### src/rtl/trivium_prng_stream.sv
// Trivium keystream generator feeding masking randomness to DOM datapaths.
// Each state update advances the cipher by W serial steps; the words land in
// a small FIFO exposed as a valid/ready stream. A seed handshake reloads
// key/IV, flushes buffered words and reruns the warm-up phase.
module trivium_prng_stream #(
  parameter int W          = 64,
  parameter int INIT_BITS  = 1152,
  parameter int FIFO_DEPTH = 4
) (
  input  logic          clk,
  input  logic          RST,
  input  logic          seed_valid,
  output logic          seed_ready,
  input  logic [79:0]   key,
  input  logic [79:0]   iv,
  output logic          rnd_valid,
  input  logic          rnd_ready,
  output logic [W-1:0]  rnd_data,
  output logic          running
);

  localparam int INIT_STEPS = INIT_BITS / W;
  localparam int STEP_CW    = (INIT_STEPS > 1) ? $clog2(INIT_STEPS) : 1;
  localparam int PTR_W      = $clog2(FIFO_DEPTH);
  localparam int CNT_W      = $clog2(FIFO_DEPTH + 1);
  localparam logic [STEP_CW-1:0] INIT_LAST = STEP_CW'(INIT_STEPS - 1);
  localparam logic [CNT_W-1:0]   DEPTH_C   = CNT_W'(FIFO_DEPTH);

  // Reject illegal parameterisations at elaboration time.
  if (W < 1 || W > 64) begin : g_bad_w
    $error("trivium_prng_stream: W must be in 1..64");
  end
  if ((INIT_BITS % W) != 0 || INIT_BITS < W) begin : g_bad_init
    $error("trivium_prng_stream: INIT_BITS must be a nonzero multiple of W");
  end
  if (FIFO_DEPTH < 2 || (FIFO_DEPTH & (FIFO_DEPTH - 1)) != 0) begin : g_bad_depth
    $error("trivium_prng_stream: FIFO_DEPTH must be a power of two >= 2");
  end

  typedef enum logic [1:0] {
    ST_IDLE = 2'd0,
    ST_INIT = 2'd1,
    ST_RUN  = 2'd2
  } state_e;

  typedef struct packed {
    logic [W-1:0] z;
    logic [287:0] s;
  } step_t;

  // W serial Trivium updates. s_i lives at S[288-i], so each register shifts
  // towards lower S indices and the feedback enters at s1, s94 and s178.
  function automatic step_t triv_step(input logic [287:0] s_in);
    step_t        r;
    logic [287:0] s;
    logic         t1;
    logic         t2;
    logic         t3;
    s   = s_in;
    r.z = {W{1'b0}};
    for (int j = 0; j < W; j++) begin
      t1     = s[222] ^ s[195];                 // s66 ^ s93
      t2     = s[126] ^ s[111];                 // s162 ^ s177
      t3     = s[45]  ^ s[0];                   // s243 ^ s288
      r.z[j] = t1 ^ t2 ^ t3;
      t1     = t1 ^ (s[197] & s[196]) ^ s[117]; // s91&s92 ^ s171
      t2     = t2 ^ (s[113] & s[112]) ^ s[24];  // s175&s176 ^ s264
      t3     = t3 ^ (s[2] & s[1]) ^ s[219];     // s286&s287 ^ s69
      s      = {t3, s[287:196], t1, s[194:112], t2, s[110:1]};
    end
    r.s = s;
    return r;
  endfunction

  state_e             state_q, state_d;
  logic [287:0]       s_q, s_d;
  logic [STEP_CW-1:0] step_cnt_q, step_cnt_d;
  logic [W-1:0]       mem_q [FIFO_DEPTH];
  logic [W-1:0]       mem_d [FIFO_DEPTH];
  logic [PTR_W-1:0]   wr_ptr_q, wr_ptr_d;
  logic [PTR_W-1:0]   rd_ptr_q, rd_ptr_d;
  logic [CNT_W-1:0]   fifo_cnt_q, fifo_cnt_d;

  step_t        step_s;
  logic [287:0] seed_state_s;
  logic         pop_s;
  logic         push_s;
  logic         seed_fire_s;

  assign step_s       = triv_step(s_q);
  assign seed_state_s = {key, 13'd0, iv, 4'd0, 111'd7};
  assign seed_fire_s  = seed_valid && (state_q != ST_INIT);
  assign pop_s        = (fifo_cnt_q != {CNT_W{1'b0}}) && rnd_ready;

  assign rnd_valid  = (fifo_cnt_q != {CNT_W{1'b0}});
  assign rnd_data   = rnd_valid ? mem_q[rd_ptr_q] : {W{1'b0}};
  assign seed_ready = (state_q != ST_INIT);
  assign running    = (state_q == ST_RUN);

  // Next-state logic: seeding, warm-up stepping and FIFO push/pop bookkeeping.
  always_comb begin
    state_d    = state_q;
    s_d        = s_q;
    step_cnt_d = step_cnt_q;
    mem_d      = mem_q;
    wr_ptr_d   = wr_ptr_q;
    rd_ptr_d   = rd_ptr_q;
    fifo_cnt_d = fifo_cnt_q;
    push_s     = 1'b0;
    case (state_q)
      ST_IDLE: begin
        if (seed_fire_s) begin
          s_d        = seed_state_s;
          step_cnt_d = {STEP_CW{1'b0}};
          state_d    = ST_INIT;
        end else begin
          state_d = ST_IDLE;
        end
      end
      ST_INIT: begin
        s_d        = step_s.s;
        step_cnt_d = step_cnt_q + STEP_CW'(1'b1);
        if (step_cnt_q == INIT_LAST) begin
          state_d = ST_RUN;
        end else begin
          state_d = ST_INIT;
        end
      end
      ST_RUN: begin
        if (seed_fire_s) begin
          // A same-cycle pop is simply absorbed by the flush.
          s_d        = seed_state_s;
          step_cnt_d = {STEP_CW{1'b0}};
          wr_ptr_d   = {PTR_W{1'b0}};
          rd_ptr_d   = {PTR_W{1'b0}};
          fifo_cnt_d = {CNT_W{1'b0}};
          state_d    = ST_INIT;
        end else begin
          // Step only when the produced word has a slot after this pop.
          push_s = (fifo_cnt_q < DEPTH_C) || pop_s;
          if (push_s) begin
            s_d             = step_s.s;
            mem_d[wr_ptr_q] = step_s.z;
            wr_ptr_d        = wr_ptr_q + PTR_W'(1'b1);
          end else begin
            s_d = s_q;
          end
          if (pop_s) begin
            rd_ptr_d = rd_ptr_q + PTR_W'(1'b1);
          end else begin
            rd_ptr_d = rd_ptr_q;
          end
          if (push_s && !pop_s) begin
            fifo_cnt_d = fifo_cnt_q + CNT_W'(1'b1);
          end else if (pop_s && !push_s) begin
            fifo_cnt_d = fifo_cnt_q - CNT_W'(1'b1);
          end else begin
            fifo_cnt_d = fifo_cnt_q;
          end
          state_d = ST_RUN;
        end
      end
      default: begin
        state_d = ST_IDLE;
      end
    endcase
  end

  // State, cipher and FIFO registers with synchronous reset.
  always_ff @(posedge clk) begin
    if (RST) begin
      state_q    <= ST_IDLE;
      s_q        <= 288'd0;
      step_cnt_q <= {STEP_CW{1'b0}};
      wr_ptr_q   <= {PTR_W{1'b0}};
      rd_ptr_q   <= {PTR_W{1'b0}};
      fifo_cnt_q <= {CNT_W{1'b0}};
      for (int i = 0; i < FIFO_DEPTH; i++) begin
        mem_q[i] <= {W{1'b0}};
      end
    end else begin
      state_q    <= state_d;
      s_q        <= s_d;
      step_cnt_q <= step_cnt_d;
      wr_ptr_q   <= wr_ptr_d;
      rd_ptr_q   <= rd_ptr_d;
      fifo_cnt_q <= fifo_cnt_d;
      for (int i = 0; i < FIFO_DEPTH; i++) begin
        mem_q[i] <= mem_d[i];
      end
    end
  end

endmodule

### config.mk
export PLATFORM = sky130hd
export DESIGN_NAME = trivium_prng_stream
export DESIGN_NICKNAME = d
export VERILOG_FILES = /design/src/rtl/trivium_prng_stream.sv
export SDC_FILE = /design/constraint.sdc
export NUM_CORES = 2
export LEC_CHECK = 0
export CAP_MARGIN = 20
export CORE_UTILIZATION = 64
export DETAILED_ROUTE_END_ITERATION = 10
export PLACE_DENSITY = 0.95
export SYNTH_ARGS = -nofsm -noshare
export SYNTH_HDL_FRONTEND = slang
export SYNTH_SLANG_ARGS = --single-unit
### constraint.sdc
create_clock -name clk -period 4.2 [get_ports clk]
set_input_delay 0.84 -clock clk [delete_from_list [all_inputs] [get_ports clk]]
set_output_delay 0.84 -clock clk [all_outputs]
set_load 0.01 [all_outputs]
# [Word-level counts from Yosys, hierarchy flattened]
# Index checks and enable logic that the tools add are counted.
# W data, S select, Z words.
[word_totals] inputBits=164 reg_bits=558 output_inout_bits=67 word_cells=971
[classes] mux=24 n_lt_le_gt_ge=4 n_addsub=5 n_reduce_logical=22 bitwise_logic=899 eq_ne=7
[ops] cell="$mux W288" count=3
[ops] cell="$pmux W288 S3" count=1
[ops] cell="$xor A1 B1 Y1" count=704
[ops] cell="$bwmux W256" count=1
[ops] cell="$mux W64" count=4
[ops] cell="$and A1 B1 Y1" count=192
[ops] cell="$bmux W64 S2" count=1
[ops] cell="$demux W64 S2" count=1
[ops] cell="$mux W2" count=6
[ops] cell="$pmux W5 S2" count=1
[ops] cell="$mux W3" count=3
[ops] cell="$reduce_bool A3 Y1" count=3
[ops] cell="$reduce_and A2 Y1" count=4
[ops] cell="$ge A3 B3 Y1 const B" count=2
[ops] cell="$not A2 Y3" count=2
[ops] cell="$pmux W2 S3" count=1
[ops] cell="$reduce_and A3 Y1" count=2
[ops] cell="$reduce_bool A2 Y1" count=3
[ops] cell="$add A5 B1 Y5 const B" count=1
[ops] cell="$eq A5 B5 Y1 const B" count=1
[ops] cell="$logic_and A1 B1 Y1" count=5
[ops] cell="$mux W5" count=1
[ops] cell="$add A2 B1 Y2 const B" count=2
[ops] cell="$ne A2 B1 Y1 const B" count=2
[ops] cell="other kinds (14)" count=15

# [Longest topological paths before layout]
[logic_depth] depth_word=8 depth_mapped=9 mapped_depth_nobuf=6

# [Worst setup path after synthesis]
# Ideal clock, no wire load.
[synth_timing] path_type="flip-flop to output port" from="reg rd_ptr_q[1]" to="out rnd_data[17]" path_buffers=2 t_arrival_ns=1.600 stages_incl_launch_ff=5 slack_ns=1.760 required_time_ns=3.360 cell_sequence="dfxtp_1 buf_2 buf_2 mux4_2 and2_1"
[synth_between] elab_chain_len=5
[synth_lines] element="from (decl)" line="81" rtl="logic [PTR_W-1:0] rd_ptr_q, rd_ptr_d;"
[synth_lines] element="from (signal assigned)" line="176" rtl="rd_ptr_q <= {PTR_W{1'b0}};"
[synth_lines] element="from (signal assigned)" line="186" rtl="rd_ptr_q <= rd_ptr_d;"
[synth_lines] element="$not A2 Y3 (implied by the code)" line="96" rtl="assign rnd_data = rnd_valid ? mem_q[rd_ptr_q] : {W{1'b0}};"
[synth_lines] element="$bmux W64 S2" line="96"
[synth_lines] element="$mux W64 (implied by the code) (2 in a row)" line="96"
[synth_lines] element="$mux W64" line="96"
[synth_lines] element="to (decl)" line="18" rtl="output logic [W-1:0] rnd_data,"
# Every way passes these cells. The select of a mux whose other input is x is not followed.

# [Final worst setup path]
[layout_timing] from="reg rd_ptr_q[0]" to="out rnd_data[7]"
# Same word-level chain as after synthesis.

==> results.md <==
* Initial antenna violation count at 2
* Cell area after layout at around 35000 um^2
* Max-slew headroom at 21.55%
* Switching Share at about a third
* Slew @ Worst Pin at 1168 ps
* Worst Setup Path Type: reg2out
* Sequential area share after synthesis at 36.52%
* GRT busiest layer: met2
* Final hold vios at 0
* Switching pwr at approximately 5100 uW
* Layout overhead on the synthesized area at 13.97%
* Row count at around 80
* Syn. warnings at 0
* Slowest-stage cell, CP: dfxtp_2
* Unique masters post-synth at 45
* CTS root buffer: clkbuf_16
* Most frequent cells after synthesis: dfxtp_1 (558), a21oi_1 (471), xnor2_1 (444)
* IO buf count at 230
* Design Power at between 15000 and 20000 uW
* Vias at ~28000
* Post-CTS Resized at 0
* Worst-path fanout max at 27
* Post-Syn Area per Cell at 9.496 um^2
* GP Congestion at about 1
* Cts bufs inserted at 57
* Pin count of the biggest net entering global routing at ~250
* Post-CTS setup buffers at 0
* Clk_skew at 43.46 ps
* Dpl hpwl at roughly 82000 um
* Achievable Freq at roughly 0.26 GHz
* Synth Register Bits at between 500 and 600
* Setup violators final at 0
* Post-route setup TNS at 0 ps
* Longest Clk Path Bufs at 3
* Failing checks: design-rule violations
* Met1 Usage GRT at 62.72%
* Cells after Synth at ~3200
* Seq pwr share at 39.1%
* Remaining DRCs at 14
* Crit end category: primary output
* Pint at approximately 11000 uW
* Vias in the first global route at around 26000
* Overflow left after global routing at 0
* Final worst-path cycle share at roughly 90%
* Total of max-cap violations at 0
* Crit-path cells: buf_4 > mux4_2 > and2_1 > clkdlybuf4s50_1
* Clk pwr share at about 36%
* Layout Nets at ~3400
* CTS H-tree lvls at 2
* Die W at roughly 220 um
* Async SR Flop Fraction at 0%
* Status: finished, violations left
* Synth top area share at about 37%
* DRT iter0 DRCs at 5403
* P_leak at approximately 0.013 uW
* Worst-path clk slew at around 60 ps
* Synth top area cells: dfxtp_1 (37%), xnor2_1 (13%), xor3_1 (9.9%), a21oi_1 (7.7%), o21ai_0 (5.4%)
* Antenna cell count at 0
* Core area at between 40000 and 50000 um^2
* Initial Util at 65.29%
* Most common cell in the netlist: dfxtp_1
* CTS tree: done
* Min Tclk post-route at between 3000 and 4000 ps
* Per-cell routed wire length at between 30 and 40 um
* Layout cells sized above 1 at 7.223%
* Die ar. at 48670 um^2
* Worst setup SP type: flop
* Peak VDD IR at 0.3736 mV
* Vias per inst at approximately 7.3
* DP Area at roughly 33000 um^2
* Cell Pwr Density at around 450 nW/um^2
* Hold Path Class: reg2reg
* RSZ-0062 raised after global routing: no
* Max incr delay on CP at around 910 ps
* GRT Total Usage at 49.04%
* Post-Syn Area at roughly 30000 um^2
* Max Slew Vio Count at 0
* Worst EP arrival at 2980 ps
* Worst hold margin at 484.7 ps
* Ports at ~230
* Hold buffers post-CTS at 0
* Top_reg_cell synth: dfxtp_1
* Cell taking the most area after synthesis: dfxtp_1
* Routed WL at about 120000 um
* Skew-Pair Late Insertion Delay at 670 ps
* Antenna viol nets, final at 0
* Die Span Y at roughly 220 um
* Global-route met2 utilization at around 73%
* Worst path required time at between 3000 and 4000 ps
* Drt first pass iters at 11
* First-pass GRT wire length at 173600 um
* Number of synthesized flops with an enable pin at 0
* CTS sink cnt at ~560
* Met3 Resource Use GR at between 10% and 20%
* Net Count, Synth at ~3400
* Comb power frac at between 20% and 30%
cell type report:
| class | instances | area (um^2) |
|---|---|---|
| multi-input combinational | 2261 | 17800 |
| fill | 3111 | 11990 |
| sequential | 558 | 11180 |
| timing repair buffer | 280 | 2942 |
| clock buffer | 79 | 1659 |
| tap | 607 | 759.5 |
| clock inverter | 26 | 429.2 |
| inverter | 22 | 92.59 |
placed cells by master (no fill, tap or decap), types with 15 or more instances in the layout:
cell,n
dfxtp_1,556
a21oi_1,470
xnor2_1,444
o21ai_0,327
clkdlybuf4s50_1,229
nand2_1,209
a211oi_1,163
a22oi_1,150
xor3_1,128
and2_1,65
mux4_2,64
a22o_1,64
nand4_1,63
clkbuf_16,57
buf_4,29
buf_12,21
inv_1,20
nand3_1,17
nor2_1,15
clkbuf_8,15
power groups by stage:
stage          Clock [uW]  Combinational (uW)  Sequential [uW]
6_report             5670                3850             6110
5_1_grt              5850                3950             6070
4_1_cts              5630                3670             6050
3_5_place_dp            0                3620             6170
2_1_floorplan           0                2710             5710
3_3_place_gp            0                3530             6170
cell families (layout without fill, tap and decap cells):
family,Yosys count,count (layout),share of synthesized area (%)
AO/OA/AOI/OAI,1205,1205,23.41
XOR/XNOR,574,574,22.81
flip-flops,558,558,36.52
buffers and inverters,402,407,5.453
AND/OR/NAND/NOR,398,398,6.324
multiplexers,73,73,5.007
adder cells (fa/ha/maj),11,11,0.4745
layer usage:
| metal | up-vias | wire, um |
|---|---|---|
| li1 | 11450 | - |
| met1 | 13210 | 42500 |
| met2 | 2653 | 51750 |
| met3 | 608 | 16770 |
| met4 | 2 | 10260 |
| met5 | - | 13 |
path summary, 6_finish.rpt:
check | start | to | slack [ps] | cells after the start
setup / recovery | rd_ptr_q[0] | rnd_data[7] | 380 | 4
setup reg to reg | state_q[0] | s_q[165] | 1030 | 7
hold reg to reg | s_q[110] | s_q[110] | 480 | 1
hold / removal | s_q[110] | s_q[110] | 480 | 1
critical path, delay by kind of cell, from the launching register on:
family | cells | cell delay, ps
and+or+nand+nor | 1 | 200
buffers and inverters | 2 | 860
muxes | 1 | 330
DFF | 1 | 910
through the flow:
stage / instances / util, % / setup slack (ps)
3_3_place_gp: 3728 / 69.95 / 1012
3_5_place_dp: 3728 / 69.95 / 860.2
2_1_floorplan: 3221 / - / 1760
4_1_cts: 3833 / 74.41 / 383.6
5_1_grt: 3833 / 74.41 / 265.2
6_report: 3833 / 74.41 / 375.9
sequential cells by signal, summed over array words and instances (netlist names):
register / cells
fifo_cnt_q: 3
wr_ptr_q: 2
mem_q: 256
step_cnt_q: 5
state_q: 2
s_q: 288
rd_ptr_q: 2
Power figures use the tool's default switching activity.
